File: config.mk
export PLATFORM = sky130hd
export DESIGN_NAME = id_inst_queue
export DESIGN_NICKNAME = d
export VERILOG_FILES = /design/src/rtl/id_inst_queue.sv
export SDC_FILE = /design/constraint.sdc
export NUM_CORES = 1
export LEC_CHECK = 0
export CAP_MARGIN = 30
export CORE_MARGIN = 5
export CORE_UTILIZATION = 50
export CTS_CLUSTER_DIAMETER = 50
export DETAILED_ROUTE_END_ITERATION = 16
export PLACE_DENSITY = 0.73
export SYNTH_ARGS = -nofsm -noshare
export SYNTH_HDL_FRONTEND = slang
export SYNTH_SLANG_ARGS = --single-unit
File: constraint.sdc
create_clock -name clk -period 4.63 [get_ports clk]
set_input_delay 0.463 -clock clk [delete_from_list [all_inputs] [get_ports clk]]
set_output_delay 0.463 -clock clk [all_outputs]
set_load 0.005 [all_outputs]
File: src/rtl/id_inst_queue.sv
`default_nettype none
// +--------------------------------------------------------------------------+
// | id_inst_queue: in-order fetch->decode return queue with flush drop count |
// | Revision: 1.0                                                            |
// +--------------------------------------------------------------------------+
module id_inst_queue #(
  parameter int DEPTH = 4,
  parameter int XLEN = 32,
  parameter int ILEN = 32,
  parameter int ORDER_W = 64,
  parameter logic [ILEN-1:0] NOP_INST = 32'h00000013
) (
  input  logic                       clk,
  input  logic                       rst,
  input  logic                       i_flush,
  input  logic                       i_req,
  input  logic [XLEN-1:0]            i_req_pc,
  input  logic [XLEN-1:0]            i_req_pc_next,
  output logic                       o_req_ok,
  input  logic                       imem_resp,
  input  logic [ILEN-1:0]            imem_rdata,
  input  logic                       i_ready,
  output logic                       o_valid,
  output logic [ILEN-1:0]            o_inst,
  output logic [XLEN-1:0]            o_pc,
  output logic [XLEN-1:0]            o_pc_next,
  output logic [ORDER_W-1:0]         o_order,
  output logic                       o_imem_stall,
  output logic [$clog2(DEPTH+1)-1:0] o_count
);
  localparam int PW = $clog2(DEPTH);
  localparam int CW = $clog2(DEPTH+1);
  localparam int DW = CW + 4;

  logic [XLEN-1:0]    r_pc      [DEPTH];
  logic [XLEN-1:0]    r_pc_next [DEPTH];
  logic [ILEN-1:0]    r_data    [DEPTH];
  logic [DEPTH-1:0]   r_filled;
  logic [PW-1:0]      r_head, r_fill, r_tail;
  logic [CW-1:0]      r_count, r_pending;
  logic [DW-1:0]      r_drop;
  logic [ORDER_W-1:0] r_order;

  logic          w_head_filled, w_fill_ok, w_bypass, w_pop, w_alloc;
  logic [DW-1:0] w_drop_sum;

  always_comb begin
    w_head_filled = r_filled[r_head];
    w_fill_ok     = imem_resp && (r_drop == '0) && (r_pending != '0);
    // Head entry is the one awaiting this response: forward it directly.
    w_bypass      = !w_head_filled && (r_fill == r_head) && (r_count != '0) && w_fill_ok;
    o_valid       = (w_head_filled || w_bypass) && !i_flush;
    o_req_ok      = (r_count < CW'(DEPTH)) && !i_flush;
    w_pop         = o_valid && i_ready;
    w_alloc       = i_req && o_req_ok;
    o_inst        = !o_valid ? NOP_INST : (w_head_filled ? r_data[r_head] : imem_rdata);
    o_pc          = r_pc[r_head];
    o_pc_next     = r_pc_next[r_head];
    o_order       = r_order;
    o_count       = r_count;
    o_imem_stall  = (r_count != '0) && !o_valid;
    w_drop_sum    = r_drop + DW'(r_pending);
  end

  always_ff @(posedge clk) begin
    if (rst) begin
      for (int i = 0; i < DEPTH; i++) begin
        r_pc[i]      <= '0;
        r_pc_next[i] <= '0;
        r_data[i]    <= '0;
      end
      r_filled  <= '0;
      r_head    <= '0;
      r_fill    <= '0;
      r_tail    <= '0;
      r_count   <= '0;
      r_pending <= '0;
      r_drop    <= '0;
      r_order   <= '0;
    end else if (i_flush) begin
      r_filled  <= '0;
      r_head    <= '0;
      r_fill    <= '0;
      r_tail    <= '0;
      r_count   <= '0;
      r_pending <= '0;
      // A response arriving now belongs to one of the squashed requests.
      if (imem_resp && (w_drop_sum != '0))
        r_drop <= w_drop_sum - DW'(1);
      else
        r_drop <= w_drop_sum;
    end else begin
      if (w_pop) begin
        r_filled[r_head] <= 1'b0;
        r_head           <= r_head + PW'(1);
        r_order          <= r_order + ORDER_W'(1);
      end
      if (imem_resp) begin
        if (r_drop != '0) begin
          r_drop <= r_drop - DW'(1);
        end else if (r_pending != '0) begin
          r_data[r_fill]   <= imem_rdata;
          r_filled[r_fill] <= !(w_bypass && w_pop);
          r_fill           <= r_fill + PW'(1);
        end
      end
      if (w_alloc) begin
        r_pc[r_tail]      <= i_req_pc;
        r_pc_next[r_tail] <= i_req_pc_next;
        r_filled[r_tail]  <= 1'b0;
        r_tail            <= r_tail + PW'(1);
      end
      r_count   <= r_count + CW'(w_alloc) - CW'(w_pop);
      r_pending <= r_pending + CW'(w_alloc) - CW'(w_fill_ok);
    end
  end

  a_no_orphan_resp: assert property (@(posedge clk) disable iff (rst)
    !(imem_resp && !i_flush && (r_drop == '0) && (r_pending == '0)));

endmodule
`default_nettype wire

Word level (Yosys, flattened, before mapping)
Memory sizes are Yosys's and may differ from the RTL's. A register that Yosys moved wholly into a read port is not among the register bits.
Cells that the tools add are included.

word-level totals
  register bits after elaboration = 87
  bits in writable memories = 384
  bits of input ports = 102
  output and inout port bits = 166
  word-level logic and storage cells = 121
  memories = 3

memories
  name       words  width  read ports  clocked after Yosys merged registers in  wr ports  line  source
  r_data     4      32     1           1                                        4         37    logic [ILEN-1:0] r_data [DEPTH];
  r_pc       4      32     1           1                                        4         35    logic [XLEN-1:0] r_pc [DEPTH];
  r_pc_next  4      32     1           1                                        4         36    logic [XLEN-1:0] r_pc_next [DEPTH];

operators by class
  $add $sub $neg = 11
  $lt $le $gt $ge = 7
  equal/unequal tests = 1
  multiplexer cells = 51
  bitwise operators = 6
  reductions and logical operators = 34

operators with widths
  cell                     number
  $mux W32                 5
  $reduce_or A32 Y1        3
  $add A64 B1 Y64 const B  1
  $mux W4                  9
  $mux W7                  4
  $mux W1                  19
  $mux W2                  9
  $logic_and A1 B1 Y1      15
  $reduce_bool A7 Y1       2
  $sub A7 B1 Y7 const B    2
  $lt A2 B3 Y1 const B     3
  $and A4 B4 Y4            2
  $not A4 Y4               2
  $add A7 B3 Y7            1
  $logic_not A7 Y1         1
  $add A2 B1 Y2 const B    3
  $add A3 B1 Y3            2
  $demux W1 S2             3
  $ge A2 B1 Y1 const B     3
  $reduce_bool A3 Y1       2
  $sub A3 B1 Y3            2
  $bwmux W4                1
  $logic_not A1 Y1         4
  $reduce_and A2 Y1        2
  8 further kinds          10

Longest topological paths before layout
Gate-level depths: netlist (run 1).

  word-level depth = 20
  depth in mapped cells = 14
  depth with buffers taken out = 13

Least setup slack after synthesis (run 1)
Ideal clock, no wire load.

  path type = reg-to-reg
  start = reg r_drop[1]
  end = reg r_pending[2]
  library setup time = 0.128 ns
  arrival = 3.116 ns
  required time = 4.502 ns
  slack = 1.387 ns
  cell stages (with the launch flop) = 15
  buffers on the path = 2
  clock period less this slack = 3.243 ns
  cell sequence = dfxtp_1 > inv_1 > ha_1 > or4b_4 > nor4_4 > clkbuf_1 > clkbuf_1 > ha_1 > inv_1 > ha_1 > inv_1 > fa_1 > xor2_1 > xnor2_1 > nor2_1

between the ends
  longest elaborated chain between the ends = 4

RTL lines
  element                            line  source
  start: declaration                 41    logic [DW-1:0] r_drop;
  start signal: assignment           89    r_drop <= w_drop_sum - DW'(1);
  start signal: assignment           91    r_drop <= w_drop_sum;
  start signal: assignment           100   r_drop <= r_drop - DW'(1);
  $logic_not A7 Y1                   49    w_fill_ok = imem_resp && (r_drop == '0) && (r_pending != '0);
  $logic_and A1 B1 Y1 (2 in series)  49
  $sub A3 B1 Y3                      114   r_pending <= r_pending + CW'(w_alloc) - CW'(w_fill_ok);
  end signal: assignment             114
  end: declaration                   40    logic [CW-1:0] r_count, r_pending;

No other way between the ends.
A chain may end at the register's enable or synchronous reset.

Worst setup path in the final report (run 1)
  start = reg r_drop[1]
  end = out o_inst[4]

between the ends
  longest elaborated chain between the ends = 7

RTL lines
  element                            line  source
  $logic_not A7 Y1                   49
  $logic_and A1 B1 Y1 (2 in series)  49
  $logic_and A1 B1 Y1                51    w_bypass = !w_head_filled && (r_fill == r_head) && (r_count != '0) && w_fill_ok;
  $logic_or A1 B1 Y1                 52    o_valid = (w_head_filled || w_bypass) && !i_flush;
  $logic_and A1 B1 Y1                52
  $mux W32                           56    o_inst = !o_valid ? NOP_INST : (w_head_filled ? r_data[r_head] : imem_rdata);
  end: declaration                   24    output logic [ILEN-1:0] o_inst,

No other way between the ends.

==> metrics.md, run 1 <==
| Metric | Value |
|---|---|
| Status | complete, no violations |
| Final global-route overflow total | 0 |
| Xor and xnor area share after synthesis | 1.76% |
| Yosys warnings | 0 |
| Syn avg cell area | 13.5 µm² |
| Endpoints failing setup | 0 |
| Fillers | 3,364 |
| H-tree levels | 2 |
| WP data required | 4.17 ns |
| Post-layout util | 62.5% |
| CP arrival | 3.74 ns |
| Final Cycle Share | 90.8% |
| Routability cong. | 0.854 |
| Tot Pwr | 9580 µW |
| Async set-reset flop share out of synthesis | 0% |
| Multiplexer area fraction after synthesis | 11.6% |
| Unrepaired setup endpoints after global routing | false |
| Layout cells sized above 1 | 12.1% |
| Die Span X | 219 µm |
| # port buffers | 267 |
| Largest net degree at the start of global routing | 83 |
| Routed vias | 14.0k |
| CTS Hold Bufs | 0 |
| Crit start category | register |
| Total Neg Setup Slack | 0 ns |
| Fmax | 238 MHz |
| DRC viols | 0 |
| Row cnt | 76 |
| Clock Sinks | 473 |
| Post-CTS sizing | 0 |
| Synthesized flop and latch total | 473 |
| Post-CTS setup buffer count | 0 |
| Detailed Routing Iterations Pass 1 | 5 |
| Worst Tran Pin Value | 0.966 ns |
| Clk root buf | clkbuf_16 |
| DPL Wire Length | 31.7 mm |
| WL/cell | 21.0 µm |
| Post-synthesis cell count | 1,623 |
| Worst-path clk slew | 0.06 ns |
| Post-DRT Antenna Nets | 0 |
| Clk_lat worst skew | 0.58 ns |
| Largest family of logic cells by synthesized area | simple AND/OR/NAND/NOR gates |
| Post-synth cell types | 55 |
| Nets | 1,997 |
| Leakage | 0.00948 µW |
| Tightest Hold Check Type | register to register |
| Die ar. | 0.0481 mm² |
| PwrDens | 355 mW/mm² |
| CTS buffer count | 52 |
| Initial antenna violation count | 6 |
| Register area share after synthesis | 60.8% |
| Syn-to-layout area delta | 23.1% |
| Period minus WS final | 4.21 ns |
| Initial drt markers | 1,099 |
| Vias/cell | 5.60 |
| Critical Path End Type | output port |
| CTS tree | done |
| Worst Skew | 0.0191 ns |
| Max-capacitance violation count | 0 |
| Maximum vdd drop | 0.252 mV |
| Worst hold slack | 0.469 ns |
| CTS Buffer Depth | 3 |
| Final slew viol count | 0 |
| Global-route usage over all layers | 21.8% |
| Post-synth EDFFs | 384 |
| Initial core utilization | 50.7% |
| Maximum fanout along the worst path | 32 |
| Adder-cell area share of the yosys netlist | 1.59% |
| Synthesized Nets | 1,751 |
| Simple-gate area share of the yosys netlist | 18.2% |
| Vias in the first global route | 14.5k |
| Ports | 268 |
| Routed WL | 52.6 mm |
| Core Region | 0.0432 mm² |
| Die Y | 219 µm |
| First-pass GRT wire length | 82.0 mm |
| Setup Crit Path Kind | register to output port |
| Fin. Hold Viols | 0 |
| Ys flop type | edfxtp_1 |
| Synth Area in Compound Gates | 3.58% |
| Synth Cell Area | 0.0219 mm² |
| Slew Limit Headroom | 35.0% |
==> flip-flops by register name (all words and copies together), names as in the netlist, 3 cells and up, named ones only <==
register and count:
o_order 64, r_drop 7, r_pc_next 128, o_count 3
r_filled 4, r_data 128, r_pc 128, r_pending 3
==> power by group <==
| group | switching [µW] | internal [µW] | total, µW | leakage, µW |
|---|---|---|---|---|
| clock network | 1660 | 2450 | 4110 | 0.000850 |
| logic | 346 | 309 | 655 | 0.00394 |
| registers | 64.8 | 4750 | 4810 | 0.00469 |
==> cells in the final DEF, fill, tap and decap left out, types with 19 or more instances in the layout <==
master,n
a21oi_1,54
and2_1,357
and3_1,43
buf_4,27
clkbuf_16,56
clkdlybuf4s50_1,266
dfxtp_1,87
edfxtp_1,384
ha_1,23
inv_1,34
mux2i_1,34
mux4_2,97
nand2_1,47
nand3_1,24
nand4_1,23
nor2_1,75
o21ai_0,26
o31ai_1,19
or3_1,26
xnor2_1,32
==> cells by family (layout without fill, tap and decap cells) <==
family / count (synthesis) / count (layout)
compound gates: 127 / 127
xor+xnor: 44 / 44
fa+ha+maj: 26 / 26
buf+inv: 140 / 428
flops: 473 / 473
mux: 132 / 132
other cells: 0 / 4
simple gates: 681 / 681
==> synthesized netlist by cell type (all sizes together), types with 5 or more instances <==
master  number  area [µm²]
a211oi       5        37.5
a21oi       55         279
and2       357        2230
and3        43         269
and4         8        70.1
buf         19        90.1
clkbuf      87         327
dfxtp       89        1780
edfxtp     384       11500
ha          23         288
inv         34         128
mux2i       34         340
mux4        97        2180
nand2       47         176
nand3       24         120
nand4       23         144
nor2        77         289
nor3        18        90.1
nor4        19         134
o21ai       26         130
o31ai       19         143
or2          6        37.5
or3         27         174
or4         19         146
xnor2       32         280
xor2        12         105
==> routing by layer <==
| metal | vias up | part of all wire [%] | GRT usage, % |
|---|---|---|---|
| met1 | 7003 | 42 | 29.4 |
| met2 | 403 | 49 | 35.8 |
| met3 | 78 | 6.8 | 5.19 |
| met4 | 8 | 2.1 | 6.09 |
| met5 | - | 0.099 | 0 |
| li1 | 6496 | - | - |
==> final cells by class <==
class,instances,area [µm²],area share (%)
multi-input combinational,1010,8100,30.1
sequential,473,13300,49.4
clock inverter,25,210,0.780
clock buffer,71,1510,5.59
inverter,34,128,0.473
tap,585,732,2.71
timing repair buffer,298,2950,10.9
antenna,4,10.0,0.0371
==> worst max-delay path, cell delays in order (launching register included) <==
cell and delay [ns]:
dfxtp_1 0.36, inv_1 0.12, ha_1 0.14, or4b_4 0.48, nor4_4 0.23, buf_4 0.25, a21o_1 0.13, buf_4 0.18
nand2_1 0.07, buf_4 0.26, inv_1 0.34, nand2_1 0.13, clkdlybuf4s50_1 0.47
==> worst paths after layout <==
check	from	to	slack (ns)	cells after the start
worst min-delay path	r_filled[1]	r_filled[1]	0.47	2
worst max register to register	r_drop[1]	o_count[2]	1.20	16
worst max-delay path	r_drop[1]	o_inst[4]	0.42	12
worst min register to register	r_filled[1]	r_filled[1]	0.47	2
==> per-stage QoR <==
step / cell area (µm²) / setup WS [ns] / std cells
3_5_place_dp: 25200 / 0.946 / 2400
3_3_place_gp: 25200 / 1.02 / 2400
4_1_cts: 27000 / 0.370 / 2496
6_report: 27000 / 0.424 / 2500
2_1_floorplan: 21900 / 1.39 / 1623
5_1_grt: 27000 / 0.216 / 2498
Power figures use the tool's default switching activity.
==> run 2, diff against run 1 <==
Settings changed: DONT_BUFFER_PORTS set to 1, PLACE_DENSITY 0.73 to not set.
Clock period 4.63 ns to 5.18 ns, I/O delays scaled along.
==> metrics.md, run 2 (synthesis gave the netlist of run 1 again) <==
| Metric | Value |
|---|---|
| Status | complete, no violations (unchanged) |
| DPL Wire Length | 30.8 mm (was 31.7 mm) |
| Routed WL | 51.7 mm (was 52.6 mm) |
| CTS buffer count | 53 (was 52) |
| WP data required | 4.66 ns (was 4.17 ns) |
| Slew Limit Headroom | 35.5% (was 35.0%) |
| Nets | 1,727 (was 1,997) |
| Syn-to-layout area delta | 10.7% (was 23.1%) |
| Fin. Hold Viols | 0 (unchanged) |
| Ports | 268 (unchanged) |
| Initial drt markers | 820 (was 1,099) |
| Cell Chain, Critical Path | inv_1 > ha_1 > or4b_4 > nor4_4 > buf_4 > a21o_1 > nand2_1 > buf_4 > inv_1 > nand2_1 (was inv_1 > ha_1 > or4b_4 > nor4_4 > buf_4 > a21o_1 > buf_4 > nand2_1 > buf_4 > inv_1 > nand2_1 > clkdlybuf4s50_1) |
| CTS tree | done (unchanged) |
| Critical Path End Type | output port (unchanged) |
| Fin cells | 2,228 (was 2,500) |
| Crit start category | register (unchanged) |
| Layout cells sized above 1 | 13.3% (was 12.1%) |
| Global-route usage over all layers | 21.6% (was 21.8%) |
| Routing usage on met3 | 6.43% (was 5.19%) |
| Die Y | 219 µm (unchanged) |
| Total Neg Setup Slack | 0 ns (unchanged) |
| Row cnt | 76 (unchanged) |
| Vias/cell | 5.75 (was 5.60) |
| H-tree levels | 2 (unchanged) |
| Worst-path clk slew | 0.06 ns (about the same) |
| # port buffers | 0 (was 267) |
| First-pass GRT wire length | 80.0 mm (was 82.0 mm) |
| Hold path startpoint | i_flush (was r_filled[1]) |
| Maximum fanout along the worst path | 32 (unchanged) |
| Clk_lat worst skew | 0.59 ns (was 0.58 ns) |
| Routability cong. | 0.813 (was 0.854) |
| Unrepaired setup endpoints after global routing | false (unchanged) |
| Post-DRT Antenna Nets | 0 (unchanged) |
| Leakage | 0.00846 µW (was 0.00948 µW) |
| Clock Sinks | 473 (unchanged) |
| Worst r2r path cells | 15 (was 16) |
| Crit path launch | r_drop[1] (unchanged) |
| Slowest stage cell, crit path | or4b_4 (unchanged) |
| Most common cell after layout, fill and taps aside | edfxtp_1 (unchanged) |
| Fillers | 3,592 (was 3,364) |
| Largest net degree at the start of global routing | 68 (was 83) |
| Layer with the highest usage | met2 (unchanged) |
| Fmax | 266 MHz |
| Tightest Hold Check Type | input pin to register (was register to register) |
| Final global-route overflow total | 0 (unchanged) |
| Period minus WS final | 3.77 ns |
| Hold path depth | 1 (was 2) |
| GR met1 Demand/Resource | 28.3% (was 29.4%) |
| Initial antenna violation count | 0 (was 6) |
| WL/cell | 23.2 µm (was 21.0 µm) |
| Tot Pwr | 8400 µW (was 9580 µW) |
| Die ar. | 0.0481 mm² (unchanged) |
| Clk root buf | clkbuf_16 (unchanged) |
| Worst Tran Pin Value | 0.959 ns (was 0.966 ns) |
| FF-to-FF End | o_count[2] (unchanged) |
| PwrDens | 346 mW/mm² (was 355 mW/mm²) |
| Core Region | 0.0432 mm² (unchanged) |
| CP arrival | 3.25 ns (was 3.74 ns) |
| Initial core utilization | 50.7% (unchanged) |
| Final Cycle Share | 72.7% |
| Detailed Routing Iterations Pass 1 | 5 (unchanged) |
| Biggest regs | r_data x128, r_pc x128, r_pc_next x128 (unchanged) |
| Top Family by Delay on Critical Path | buffers and inverters (unchanged) |
| Hold path endpoint | r_drop[3] (was r_filled[1]) |
| Most frequent cells in the layout | edfxtp_1, and2_1, mux4_2 (was edfxtp_1, and2_1, clkdlybuf4s50_1) |
| Crit path buffers/inverters | 4 (was 6) |
| Vias in the first global route | 13.4k (was 14.5k) |
| R2R Setup Slk | 1.42 ns (was 1.20 ns) |
| # placed instances | 2,127 (was 2,400) |
| Setup Crit Path Kind | register to output port (unchanged) |
| Routed vias | 12.8k (was 14.0k) |
| DRC viols | 0 (unchanged) |
| Maximum vdd drop | 0.292 mV (was 0.252 mV) |
| Worst R2R Start | r_drop[1] (unchanged) |
| Max-capacitance violation count | 0 (unchanged) |
| Final slew viol count | 0 (unchanged) |
| Die Span X | 219 µm (unchanged) |
| Worst Skew | 0.0145 ns (was 0.0191 ns) |
| Slowest stage delay, CP | 0.48 ns (about the same) |
| Met2 usage | 35.2% (was 35.8%) |
| CTS Buffer Depth | 3 (unchanged) |
| Endpoints failing setup | 0 (unchanged) |
## run 2: what timing repair did
action / 4_1_cts / 5_1_grt
setup buffers: 0 / 0
resized for setup: 0 / 0
hold endpoints to repair: 67 / 0
hold buffers: 2 / 0
## run 2: worst max path at each step
stage               depth (start not counted)            to
global placement                           15    o_count[2]
global route                               10     o_inst[0]
floorplan                                  14  r_pending[2]
finish                                     10     o_inst[1]
CTS                                        10     o_inst[0]
detailed placement                         15    o_count[2]
## run 2: through the flow
stage	instance area (µm²)	util [%]	hold WS (ns)	setup slack, ns
detailed placement	22500	52.1	0.449	1.47
global placement	22500	52.1	0.450	1.55
finish	24300	56.2	0.0512	1.41
CTS	24300	56.2	0.00264	1.34
floorplan	21900	-	0.429	1.94
global route	24300	56.2	0.0192	1.14
## run 2: layer usage
metal  part of all wire [%]  up-vias  wire (µm)
met1                     41     6423      21300
li1                       -     5963          -
met3                    8.2       80       4250
met4                    2.5        0       1290
met5                      0        -          0
met2                     48      355      24900
## run 2: report_power, final
group,switching [µW],internal (µW)
registers,56.7,4240
clock network,1480,2210
logic,258,157
total,1790,6610
## run 2: final cells by class
| class | count | area, µm² | area share, % |
|---|---|---|---|
| antenna | 1 | 2.50 | 0.0103 |
| clock buffer | 74 | 1460 | 6.01 |
| clock inverter | 24 | 248 | 1.02 |
| inverter | 34 | 128 | 0.526 |
| multi-input combinational | 1010 | 8110 | 33.4 |
| sequential | 473 | 13300 | 54.9 |
| tap | 585 | 732 | 3.02 |
| timing repair buffer | 27 | 258 | 1.06 |
==> run 3, diff against run 2 <==
Clock period 5.18 ns to 3.9 ns, I/O delays scaled along.
==> metrics.md, run 3 (synthesis gave the netlist of run 1 again) <==
| Metric | Value |
|---|---|
| Clk root buf | clkbuf_16 (unchanged) |
| First-pass GRT wire length | 82.6 mm (was 80.0 mm) |
| Routability cong. | 0.835 (was 0.813) |
| Worst r2r path cells | 8 (was 15) |
| Core Region | 0.0432 mm² (unchanged) |
| Initial core utilization | 50.7% (unchanged) |
| Tightest Hold Check Type | input pin to register (unchanged) |
| Most common cell after layout, fill and taps aside | edfxtp_1 (unchanged) |
| Vias in the first global route | 14.1k (was 13.4k) |
| Post-DRT Antenna Nets | 0 (unchanged) |
| Sequential share of power | 51.6% (was 51.2%) |
| Worst Tran Pin Value | 0.797 ns (was 0.959 ns) |
| Worst Skew | 0.0160 ns (was 0.0145 ns) |
| Global-route usage over all layers | 22.1% (was 21.6%) |
| Max-capacitance violation count | 0 (unchanged) |
| Maximum fanout along the worst path | 30 (was 32) |
| FF-to-FF End | o_order[42] (was o_count[2]) |
| Crit start category | register (unchanged) |
| Leakage | 0.00889 µW (was 0.00846 µW) |
| Endpoints failing setup | 0 (unchanged) |
| Biggest regs | r_data x128, r_pc x128, r_pc_next x128 (unchanged) |
| Final global-route overflow total | 0 (unchanged) |
| Critical Path End Type | output port (unchanged) |
| Die Y | 219 µm (unchanged) |
| Hold path endpoint | r_data[3][15] (was r_drop[3]) |
| WL/cell | 22.8 µm (was 23.2 µm) |
| WP data required | 3.51 ns (was 4.66 ns) |
| Period minus WS final | 3.55 ns |
| Setup Crit Path Kind | register to output port (unchanged) |
| Syn-to-layout area delta | 15.5% (was 10.7%) |
| Die Span X | 219 µm (unchanged) |
| Routed WL | 53.2 mm (was 51.7 mm) |
| Met2 usage | 37.0% (was 35.2%) |
| Initial antenna violation count | 3 (was 0) |
| Area taken by multi-input logic gates | 0.00811 mm² (unchanged) |
| CP arrival | 3.16 ns (was 3.25 ns) |
| DRC viols | 0 (unchanged) |
| H-tree levels | 2 (unchanged) |
| Largest net degree at the start of global routing | 69 (was 68) |
| Int Pwr | 8630 µW (was 6610 µW) |
| Fmax | 281 MHz |
| Final Cycle Share | 91.1% |
| Maximum vdd drop | 0.351 mV (was 0.292 mV) |
| Initial drt markers | 984 (was 820) |
| CTS tree | done (unchanged) |
| Routing usage on met3 | 5.82% (was 6.43%) |
| Unrepaired setup endpoints after global routing | false (unchanged) |
| GR met1 Demand/Resource | 29.0% (was 28.3%) |
| Fin. Hold Viols | 0 (unchanged) |
| CTS buffer count | 53 (unchanged) |
| Register area | 0.0133 mm² (unchanged) |
| PwrDens | 438 mW/mm² (was 346 mW/mm²) |
| DPL Wire Length | 31.0 mm (was 30.8 mm) |
| Vias/cell | 5.73 (was 5.75) |
| Sw Ratio | 22.1% (was 21.3%) |
| Hold path depth | 1 (unchanged) |
| Clock Sinks | 473 (unchanged) |
| Layer with the highest usage | met2 (unchanged) |
| Worst-path clk slew | 0.06 ns (about the same) |
| Final slew viol count | 0 (unchanged) |
| Post-DP Area | 0.0226 mm² (was 0.0225 mm²) |
| Clk_lat worst skew | 0.58 ns (was 0.59 ns) |
| Ports | 268 (unchanged) |
| Most frequent cells in the layout | edfxtp_1, and2_1, dlygate4sd3_1 (was edfxtp_1, and2_1, mux4_2) |
| Crit path launch | r_drop[1] (unchanged) |
| Clock power frac | 42.2% (was 43.9%) |
| Detailed Routing Iterations Pass 1 | 5 (unchanged) |
| Status | complete, no violations (unchanged) |
| CTS Buffer Depth | 3 (unchanged) |
| Hold path startpoint | imem_rdata[15] (was i_flush) |
| R2R Setup Slk | 0.72 ns (was 1.42 ns) |
| Psw | 2450 µW (was 1790 µW) |
| # port buffers | 0 (unchanged) |
| Nets | 1,832 (was 1,727) |
| Worst hold slack | 0.0385 ns (was 0.0512 ns) |
| Total Neg Setup Slack | 0 ns (unchanged) |
| Post-route cell area | 0.0253 mm² (was 0.0243 mm²) |
| Layout cells sized above 1 | 13.4% (was 13.3%) |
| Routed vias | 13.4k (was 12.8k) |
| Fillers | 3,536 (was 3,592) |
| Die ar. | 0.0481 mm² (unchanged) |
| Worst R2R Start | r_drop[1] (unchanged) |
| Combinational Power Share | 6.2% (was 4.9%) |
| Slew Limit Headroom | 46.4% (was 35.5%) |
| Row cnt | 76 (unchanged) |
[run 3: layer usage]
metal	vias to the layer above	routed length (µm)	part of all wire, %
met5	-	13	0.024
met4	2	1190	2.2
met3	63	3840	7.2
met2	364	26100	49
met1	6768	22000	41
li1	6155	-	-
[run 3: worst max-delay path by stage]
stage               slack (ns)      endpoint  cells past startpoint
floorplan                 0.66  r_pending[2]                     14
global route              0.08     o_inst[0]                      9
detailed placement        0.72   o_order[42]                      8
global placement          0.80   o_order[42]                      8
CTS                       0.14     o_inst[4]                      9
finish                    0.35     o_inst[4]                      9
[run 3: area by class of cell]
cell class | instances | share of cell area, %
Antenna cell | 1 | 0.00989
Clock buffer | 63 | 5.56
Clock inverter | 31 | 0.886
Inverter | 34 | 0.519
Sequential cell | 473 | 52.7
Multi-Input combinational cell | 1010 | 32.1
Tap cell | 585 | 2.89
Timing Repair Buffer | 132 | 5.41
[run 3: timing repair]
action / in CTS / in global routing
resized for setup: 0 / 1
setup buffers: 0 / 0
endpoints found under the hold margin: 439 / 0
hold buffers: 99 / 0
setup endpoints to repair: 0 / 4
[run 3: metrics by stage]
stage,total power [µW],utilization [%],std cells,setup WS [ns]
after global placement,6370,52.5,2135,0.804
final,11100,58.6,2329,0.346
after floorplan,6200,-,1623,0.657
after global routing,11500,58.6,2329,0.0822
after detailed placement,6390,52.5,2135,0.723
after CTS,11200,58.6,2328,0.144
[run 3: power groups by stage]
stage / logic (µW) / clock network (µW) / registers (µW)
after floorplan: 421 / 0 / 5780
after global placement: 562 / 0 / 5810
after detailed placement: 567 / 0 / 5820
after CTS: 702 / 4800 / 5710
after global routing: 757 / 5000 / 5730
final: 690 / 4680 / 5710
[run 3: critical path, stage by stage, from the launching register on]
cell and delay (ns):
dfxtp_1 0.35, inv_1 0.11, ha_1 0.14, or4b_4 0.48, nor4_4 0.40, a21o_1 0.32, nand2_1 0.13, buf_4 0.28
clkinvlp_4 0.24, nand2_1 0.12
